--- config.mk ---
export PLATFORM = sky130hd
export DESIGN_NAME = dram_cmd_responder
export DESIGN_NICKNAME = d
export VERILOG_FILES = /design/src/rtl/dram_cmd_responder_pkg.sv /design/src/rtl/dram_cmd_responder_onehot_enc.sv /design/src/rtl/dram_cmd_responder.sv
export SDC_FILE = /design/constraint.sdc
export NUM_CORES = 1
export LEC_CHECK = 0
export ABC_AREA = 1
export CORE_ASPECT_RATIO = 1.2
export CORE_UTILIZATION = 47
export CTS_BUF_LIST = sky130_fd_sc_hd__clkbuf_2
export DETAILED_ROUTE_END_ITERATION = 10
export HOLD_SLACK_MARGIN = 0.03
export PLACE_DENSITY = 0.67
export SLEW_MARGIN = 0
export SYNTH_ARGS = -nofsm -noshare
export SYNTH_HDL_FRONTEND = slang
export SYNTH_HIERARCHICAL = 1
export SYNTH_SLANG_ARGS = --single-unit
--- constraint.sdc ---
create_clock -name clk -period 13.7 [get_ports clk]
set_input_delay 3.425 -clock clk [delete_from_list [all_inputs] [get_ports clk]]
set_output_delay 3.425 -clock clk [all_outputs]
set_load 0.03 [all_outputs]
--- src/rtl/dram_cmd_responder_pkg.sv ---
// Shared definitions for the dram_ctrl command responder: command encodings,
// responder FSM states and default device timings.
package dram_pkg;

    localparam logic [1:0] CMD_ACT   = 2'b00;
    localparam logic [1:0] CMD_READ  = 2'b01;
    localparam logic [1:0] CMD_WRITE = 2'b10;
    localparam logic [1:0] CMD_PRE   = 2'b11;

    localparam int DEF_T_RCD = 3;
    localparam int DEF_T_CL  = 3;
    localparam int DEF_T_WR  = 2;
    localparam int DEF_T_RP  = 3;

    typedef enum logic [1:0] {
        ST_IDLE  = 2'd0,
        ST_LATCH = 2'd1,
        ST_WAIT  = 2'd2,
        ST_ACK   = 2'd3
    } state_t;

endpackage

--- src/rtl/dram_cmd_responder_onehot_enc.sv ---
// One-hot to binary encoder; index is the lowest set bit, valid means exactly
// one bit is set.
module onehot_enc #(
    parameter int N = 8,
    localparam int W = (N > 1) ? $clog2(N) : 1
) (
    input  logic [N-1:0] vec,
    output logic [W-1:0] index,
    output logic         valid
);

    always_comb begin
        index = '0;
        for (int i = N - 1; i >= 0; i--) begin
            if (vec[i]) begin
                index = W'(i);
            end
        end
    end

    // Clearing the lowest set bit leaves zero only for a single-bit vector.
    assign valid = (vec != '0) && ((vec & (vec - N'(1))) == '0);

endmodule

--- src/rtl/dram_cmd_responder.sv ---
// Device-side responder for the dram_ctrl command interface: decodes selects,
// tracks per-bank open rows, models command latency and drives four-phase ack.
module dram_cmd_responder
    import dram_pkg::*;
#(
    parameter int NUM_OF_BANKS = 8,
    parameter int NUM_OF_ROWS  = 128,
    parameter int NUM_OF_COLS  = 8,
    parameter int T_RCD        = DEF_T_RCD,
    parameter int T_CL         = DEF_T_CL,
    parameter int T_WR         = DEF_T_WR,
    parameter int T_RP         = DEF_T_RP,
    localparam int BW = (NUM_OF_BANKS > 1) ? $clog2(NUM_OF_BANKS) : 1,
    localparam int RW = (NUM_OF_ROWS > 1) ? $clog2(NUM_OF_ROWS) : 1,
    localparam int CW = (NUM_OF_COLS > 1) ? $clog2(NUM_OF_COLS) : 1
) (
    input  logic                    clk,
    input  logic                    rst,
    input  logic                    cmd_req,
    input  logic [1:0]              cmd,
    input  logic [NUM_OF_BANKS-1:0] bank_sel,
    input  logic [NUM_OF_ROWS-1:0]  row_sel,
    input  logic [NUM_OF_COLS-1:0]  col_sel,
    output logic                    cmd_ack,
    output logic                    cmd_err,
    output logic                    bank_rw,
    output logic                    buf_rw,
    output logic [BW-1:0]           bank_id,
    output logic [RW-1:0]           row_id,
    output logic [CW-1:0]           col_id,
    output logic [NUM_OF_BANKS-1:0] open_banks
);

    state_t state, state_next;

    logic [1:0]              cmd_q;
    logic [NUM_OF_BANKS-1:0] bank_q;
    logic [NUM_OF_ROWS-1:0]  row_q;
    logic [NUM_OF_COLS-1:0]  col_q;
    logic [7:0]              cnt;
    logic [RW-1:0]           open_row [NUM_OF_BANKS];

    logic [BW-1:0] bank_idx;
    logic [RW-1:0] row_idx;
    logic [CW-1:0] col_idx;
    logic          bank_valid, row_valid, col_valid;
    logic          is_rw, check_err;

    logic       latch_en, load_cnt, err_entry, ok_entry, ack_exit;
    logic [7:0] lat_m1;

    onehot_enc #(.N(NUM_OF_BANKS)) u_bank_enc (.vec(bank_q), .index(bank_idx), .valid(bank_valid));
    onehot_enc #(.N(NUM_OF_ROWS))  u_row_enc  (.vec(row_q),  .index(row_idx),  .valid(row_valid));
    onehot_enc #(.N(NUM_OF_COLS))  u_col_enc  (.vec(col_q),  .index(col_idx),  .valid(col_valid));

    // Selector and bank-state checks performed during LATCH.
    always_comb begin
        is_rw     = (cmd_q == CMD_READ) || (cmd_q == CMD_WRITE);
        check_err = 1'b0;
        if (!bank_valid) begin
            check_err = 1'b1;
        end else if ((cmd_q == CMD_ACT) && !row_valid) begin
            check_err = 1'b1;
        end else if (is_rw && !col_valid) begin
            check_err = 1'b1;
        end else if (cmd_q == CMD_ACT) begin
            check_err = open_banks[bank_idx];
        end else begin
            check_err = !open_banks[bank_idx];
        end
    end

    always_ff @(posedge clk) begin
        if (rst) begin
            state <= ST_IDLE;
        end else begin
            state <= state_next;
        end
    end

    always_comb begin
        state_next = state;
        case (state)
            ST_IDLE:  if (cmd_req) state_next = ST_LATCH;
            ST_LATCH: state_next = check_err ? ST_ACK : ST_WAIT;
            ST_WAIT:  if (cnt == 8'd0) state_next = ST_ACK;
            ST_ACK:   if (!cmd_req) state_next = ST_IDLE;
            default:  state_next = ST_IDLE;
        endcase
    end

    always_comb begin
        latch_en  = (state == ST_IDLE) && cmd_req;
        load_cnt  = (state == ST_LATCH) && !check_err;
        err_entry = (state == ST_LATCH) && check_err;
        ok_entry  = (state == ST_WAIT) && (cnt == 8'd0);
        ack_exit  = (state == ST_ACK) && !cmd_req;
        case (cmd_q)
            CMD_ACT:   lat_m1 = 8'(T_RCD - 1);
            CMD_READ:  lat_m1 = 8'(T_CL - 1);
            CMD_WRITE: lat_m1 = 8'(T_WR - 1);
            default:   lat_m1 = 8'(T_RP - 1);
        endcase
    end

    // Datapath: request capture, latency counter, bank state and ack outputs.
    always_ff @(posedge clk) begin
        if (rst) begin
            cmd_q      <= CMD_ACT;
            bank_q     <= '0;
            row_q      <= '0;
            col_q      <= '0;
            cnt        <= '0;
            cmd_ack    <= 1'b0;
            cmd_err    <= 1'b0;
            bank_rw    <= 1'b0;
            buf_rw     <= 1'b0;
            bank_id    <= '0;
            row_id     <= '0;
            col_id     <= '0;
            open_banks <= '0;
            for (int i = 0; i < NUM_OF_BANKS; i++) begin
                open_row[i] <= '0;
            end
        end else begin
            if (latch_en) begin
                cmd_q  <= cmd;
                bank_q <= bank_sel;
                row_q  <= row_sel;
                col_q  <= col_sel;
            end
            if (load_cnt) begin
                cnt <= lat_m1;
            end else if ((state == ST_WAIT) && (cnt != 8'd0)) begin
                cnt <= cnt - 8'd1;
            end
            if (err_entry) begin
                cmd_ack <= 1'b1;
                cmd_err <= 1'b1;
            end
            if (ok_entry) begin
                cmd_ack <= 1'b1;
                cmd_err <= 1'b0;
                bank_id <= bank_idx;
                case (cmd_q)
                    CMD_ACT: begin
                        open_banks[bank_idx] <= 1'b1;
                        open_row[bank_idx]   <= row_idx;
                        row_id               <= row_idx;
                    end
                    CMD_PRE: begin
                        open_banks[bank_idx] <= 1'b0;
                        row_id               <= open_row[bank_idx];
                    end
                    CMD_WRITE: begin
                        bank_rw <= 1'b1;
                        buf_rw  <= 1'b1;
                        row_id  <= open_row[bank_idx];
                        col_id  <= col_idx;
                    end
                    default: begin
                        row_id <= open_row[bank_idx];
                        col_id <= col_idx;
                    end
                endcase
            end
            if (ack_exit) begin
                cmd_ack <= 1'b0;
                cmd_err <= 1'b0;
                bank_rw <= 1'b0;
                buf_rw  <= 1'b0;
            end
        end
    end

endmodule
# Word level (Yosys, flattened, before mapping)
# Memory sizes are Yosys's and may differ from the RTL's. A register that Yosys moved wholly into a read port is not among the register bits.
# Index checks and enable logic that the tools add are counted.
[totals] rom_bits=0 latchBits=0 in_bits=149 output_inout_bits=25 mem_count=1 word_cells=246 regBits=173 ramBits=56
[mem_list] name="open_row" depth=8 word_bits=7 read_ports=1 rd_clocked_by_memory_dff=1 wr=8 line="dram_cmd_responder.sv:41" rtl="logic [RW-1:0] open_row [NUM_OF_BANKS];"
[classes] n_reduce_logical=39 n_mux=172 bitwise=7 n_eq_ne=9 shifts=0 n_div=0 add_sub_neg=4 n_mul=0 order_cmp=2
[ops] cell="two-way mux 7 bit" n=129
[ops] cell="AND 128 bit" n=1
[ops] cell="logical NOT 128 bit" n=1
[ops] cell="nonzero test 128 bit" n=1
[ops] cell="subtractor 128 x 1 -> 128 bit (second input constant)" n=1
[ops] cell="two-way mux 3 bit" n=17
[ops] cell="AND 8 bit" n=3
[ops] cell="logical NOT 8 bit" n=3
[ops] cell="nonzero test 8 bit" n=3
[ops] cell="subtractor 8 x 1 -> 8 bit (second input constant)" n=3
[ops] cell="two-way mux 1 bit" n=16
[ops] cell="two-way mux 8 bit" n=2
[ops] cell="case mux 8 bit (2 select lines)" n=1
[ops] cell="logical AND 1 bit" n=12
[ops] cell="equality test 2 bit (second input constant)" n=4
[ops] cell="two-way mux 2 bit" n=4
[ops] cell="inverter 8 bit" n=1
[ops] cell="OR 8 bit" n=1
[ops] cell="case mux 2 bit (4 select lines)" n=1
[ops] cell="OR reduction 7 bit" n=1
[ops] cell="inequality test 2 bit (second input constant)" n=3
[ops] cell="AND reduction 2 bit" n=3
[ops] cell="nonzero test 2 bit" n=3
[ops] cell="logical NOT 1 bit" n=5
[ops] cell="11 further kinds" n=14

# Longest topological paths before layout
[logic_depth] ltp_word=129 mapped_depth=131 depth_no_buf=131

# Modules after synthesis
# Netlist, hierarchy kept.
[by_module_without_submodules] module="dram_cmd_responder" cells_each=1105 instances=1 area_per_inst_um2=9120.0 seq_area_each_um2=5285.1
[by_module_without_submodules] module="onehot_enc at u_row_enc" cells_each=949 instances=1 area_per_inst_um2=4297.9 seq_area_each_um2=0.0
[by_module_without_submodules] module="onehot_enc at u_bank_enc ..." cells_each=35 instances=2 area_per_inst_um2=162.7 seq_area_each_um2=0.0

# Worst setup path after synthesis
# No wires, ideal clock.
[synth_path] path_kind="register to register" startpoint="register row_q[125]" endpoint="memory open_row[7][0] (netlist bit), data pin" stages_incl_launch_ff=131 t_required_ps=13559 setup_ps=141 slack_ps=7512 period_less_slack_ps=6188 arrival_ps=6046 n_path_buf=0 path_cell_list="dfxtp_1 inv_2 nand2_1 nand2_1 nand2_1 nand2_1 nand2_1 nand2_1 nand2_1 nand2_1 nand2_1 nand2_1 nand2_1 nand2_1 nand2_1 nand2_1 nand2_1 nand2_1 [95 not listed] nand2_1 nand2_1 nand2_1 nand2_1 nand2_1 nand2_1 nand2_1 nand2_1 nand2_1 nand2_1 nand2_1 nand2_1 nand2_1 a21oi_2 inv_1 nor2_1 inv_2 nor2_1"
[synth_lines] item="start, declared" line="dram_cmd_responder.sv:38" rtl="logic [NUM_OF_ROWS-1:0] row_q;"
[synth_lines] item="start signal, assigned" line="dram_cmd_responder.sv:129" rtl="row_q <= row_sel;"
[synth_lines] item="end, declared" line="dram_cmd_responder.sv:41"

==> impl_metrics.json <==
{
  "fin_crit_ns": 7.42,
  "ant_nets": 0,
  "cts.sinks": 236,
  "dieArea_mm2": 0.0299,
  "cts-root-buf": "clkbuf_2",
  "worst_path_dominant_cell_family": "simple AND/OR/NAND/NOR gates",
  "power_switching_uw": 1500,
  "cts_max_path_buffers": 3,
  "swShare": 0.486,
  "cp.arrival_ns": 8.18,
  "vdd_ir_drop_max_mv": 0.117,
  "setup_ws_ns": 6.28,
  "crit_fanout": 8,
  "sequentialPowerShare": 0.337,
  "final_util": 0.565,
  "tritoncts": "yes",
  "ctsResizeCount": 0,
  "finalHoldViolCount": 0,
  "power_density_mw_per_mm2": 190,
  "dieHeight_um": 189,
  "cts_max_level": 2,
  "synth_nets": 2282,
  "cp.required_ns": 14.47,
  "die_w_um": 158,
  "crit_path_max_incr_delay_ns": 0.47,
  "place_congestion": 1.02,
  "insertion_delay_ns": 0.93,
  "syn-mean-instance-area_um2": 6.47,
  "placed_cell_area_mm2": 0.0157,
  "postCtsSetupBuffers": 0,
  "grt_max_degree": 92,
  "cpMaxStageDelayCell": "dfxtp_1",
  "hold_slack_ns": 0.472,
  "vias": 13900,
  "clk_pin_slew_ns": 0.14,
  "postSynthCellCount": 2124,
  "wl_per_cell_um": 15.1,
  "ys_seq_elements": 236,
  "antenna_found_initial": 1,
  "rsz0062_at_grt": "no",
  "fmax_mhz": 135,
  "startpoint_type": "flip-flop",
  "core_mm2": 0.0288,
  "initial_core_util": 0.478,
  "first_pass_iters": 5,
  "layout-drive-gt1-share": 0.0875,
  "dpl.hpwl_um": 31800,
  "yosys_most_used_dff": "dfxtp_1",
  "avgViaCountPerCell": 5.08,
  "syn_area_mm2": 0.0137,
  "grt_pass1_wl_um": 65600,
  "worstMarginPinSlew_ns": 1.22,
  "endpoint_kind": "flip-flop",
  "grt_pass1_vias": 13200,
  "routed_wl_um": 41200,
  "grtUsageTotal": 0.279,
  "ys_seq_area_frac": 0.385,
  "drt-initial-drc-count": 913,
  "grt-ovfl-total": 0,
  "yosys_warnings": 6,
  "cap_violations": 0,
  "p_int_uw": 1580,
  "crit_buf_inv": 2,
  "skew_ns": 0.0789,
  "drv_slew": 0,
  "boundaryPins": 174,
  "hp-class": "reg -> reg",
  "io_buffers": 173,
  "pre_cts_ws_ns": 6.27,
  "syn_to_final_growth_pct": 18.2,
  "final_common_cell": "nor2_1",
  "pwr-share-clk": 0.149,
  "outcome": "finished, final reports clean",
  "leakagePower_uw": 0.00724,
  "setup_violations": 0,
  "postCtsHoldBufs": 0,
  "stdcell_area_mm2": 0.0162,
  "critical_path_class": "reg -> reg",
  "synth_cell_type_count": 53,
  "num_rows": 68,
  "final_nets": 2456,
  "layout_common_cells": "nor2_1, nand2_1, inv_1",
  "synth-edff-count": 56,
  "tns_ns": 0,
  "synthArstFlopShare": 0,
  "cts-buffers-inserted": 57,
  "p_comb_frac": 0.514,
  "drc_errors": 0,
  "fin_crit_sh": 0.541,
  "slew_headroom": 0.175,
  "path_common_cell": "nand2_1"
}
[worst min-delay path, cell delays in order, from the launching register on]
cell and delay, ns:
dfxtp_1 0.33, nand2_1 0.06, a21oi_1 0.05
[path summary, 6_finish.rpt]
path                           startpoint                           end  slack [ns]  cells past startpoint
hold / removal     col_id[2]$_SDFFE_PP0P_        col_id[2]$_SDFFE_PP0P_        0.47                      2
setup reg to reg  row_q[127]$_SDFFE_PP0P_  open_row[0][0]$_SDFFCE_PN0P_        6.28                    130
hold reg to reg    col_id[2]$_SDFFE_PP0P_        col_id[2]$_SDFFE_PP0P_        0.47                      2
setup / recovery  row_q[127]$_SDFFE_PP0P_  open_row[0][0]$_SDFFCE_PN0P_        6.28                    130
[area by class of cell]
cell class                      count  area [um^2]
Fill cell                        2950        12500
Sequential cell                   236         5290
Inverter                          365         1640
Multi-Input combinational cell   1462         6580
Clock buffer                       82          410
Clock inverter                     23         97.6
Antenna cell                        1         2.50
Timing Repair Buffer              176         1750
Tap cell                          385          482
[layer usage]
metal / vias up / part of all wire / GRT usage
met2: 396 / 0.51 / 0.513
met3: 101 / 0.050 / 0.0419
li1: 7101 / - / -
met5: - / 0 / 0
met1: 6271 / 0.40 / 0.317
met4: 0 / 0.038 / 0.115
[kinds of logic after synthesis]
family          count (synthesis)  share of synthesized area
buf+inv                       426                      0.137
simple gates                 1072                      0.318
xor+xnor                        2                    0.00127
fa+ha+maj                       9                    0.00819
compound gates                379                      0.151
flops                         236                      0.385
[per-stage QoR]
step	std cells	total power, uW
global route	2730	3370
CTS	2729	3090
detailed placement	2624	2620
finish	2730	3080
floorplan	2124	2190
global placement	2624	2610
[synth_stat cells, drive strengths merged (2+ instances only)]
library cell,instances,share of area
clkinv,13,0.0036
o21a,2,0.0011
o21ai,236,0.086
nand3b,2,0.0011
a22o,4,0.0025
nor4b,2,0.0013
edfxtp,56,0.12
a221oi,3,0.0019
buf,15,0.0058
clkbuf,46,0.013
nor4,18,0.0082
dfxtp,180,0.26
bufinv,19,0.024
nor3,29,0.011
xor2,2,0.0013
nor2,630,0.18
nand4,29,0.014
ha,9,0.0082
o2111ai,10,0.0064
a22oi,7,0.0038
nor3b,7,0.0038
o41ai,3,0.0019
a21boi,2,0.0011
nand2,311,0.086
a2111oi,3,0.0019
a31oi,10,0.0046
a21oi,82,0.030
inv,333,0.091
nand3,42,0.016
or2,2,0.00091
a41oi,2,0.0013
o31ai,9,0.0049
[flip-flops by register name, summed over array words and instances, names as in the netlist, named ones only]
name and flops:
open_row 56, cmd_err 1, bank_id 3, row_id 7, col_q 8, cmd_q 2, row_q 128, state 2
cnt 8, bank_q 8, cmd_ack 1, buf_rw 1, col_id 3
[power groups by stage]
| stage | Combinational (uW) | Clock, uW | Sequential [uW] |
|---|---|---|---|
| CTS | 1580 | 474 | 1040 |
| global route | 1790 | 508 | 1060 |
| global placement | 1560 | 0 | 1050 |
| floorplan | 1160 | 0 | 1030 |
| detailed placement | 1570 | 0 | 1050 |
| finish | 1580 | 458 | 1040 |
Note: power is estimated with default switching activity, not from simulation.
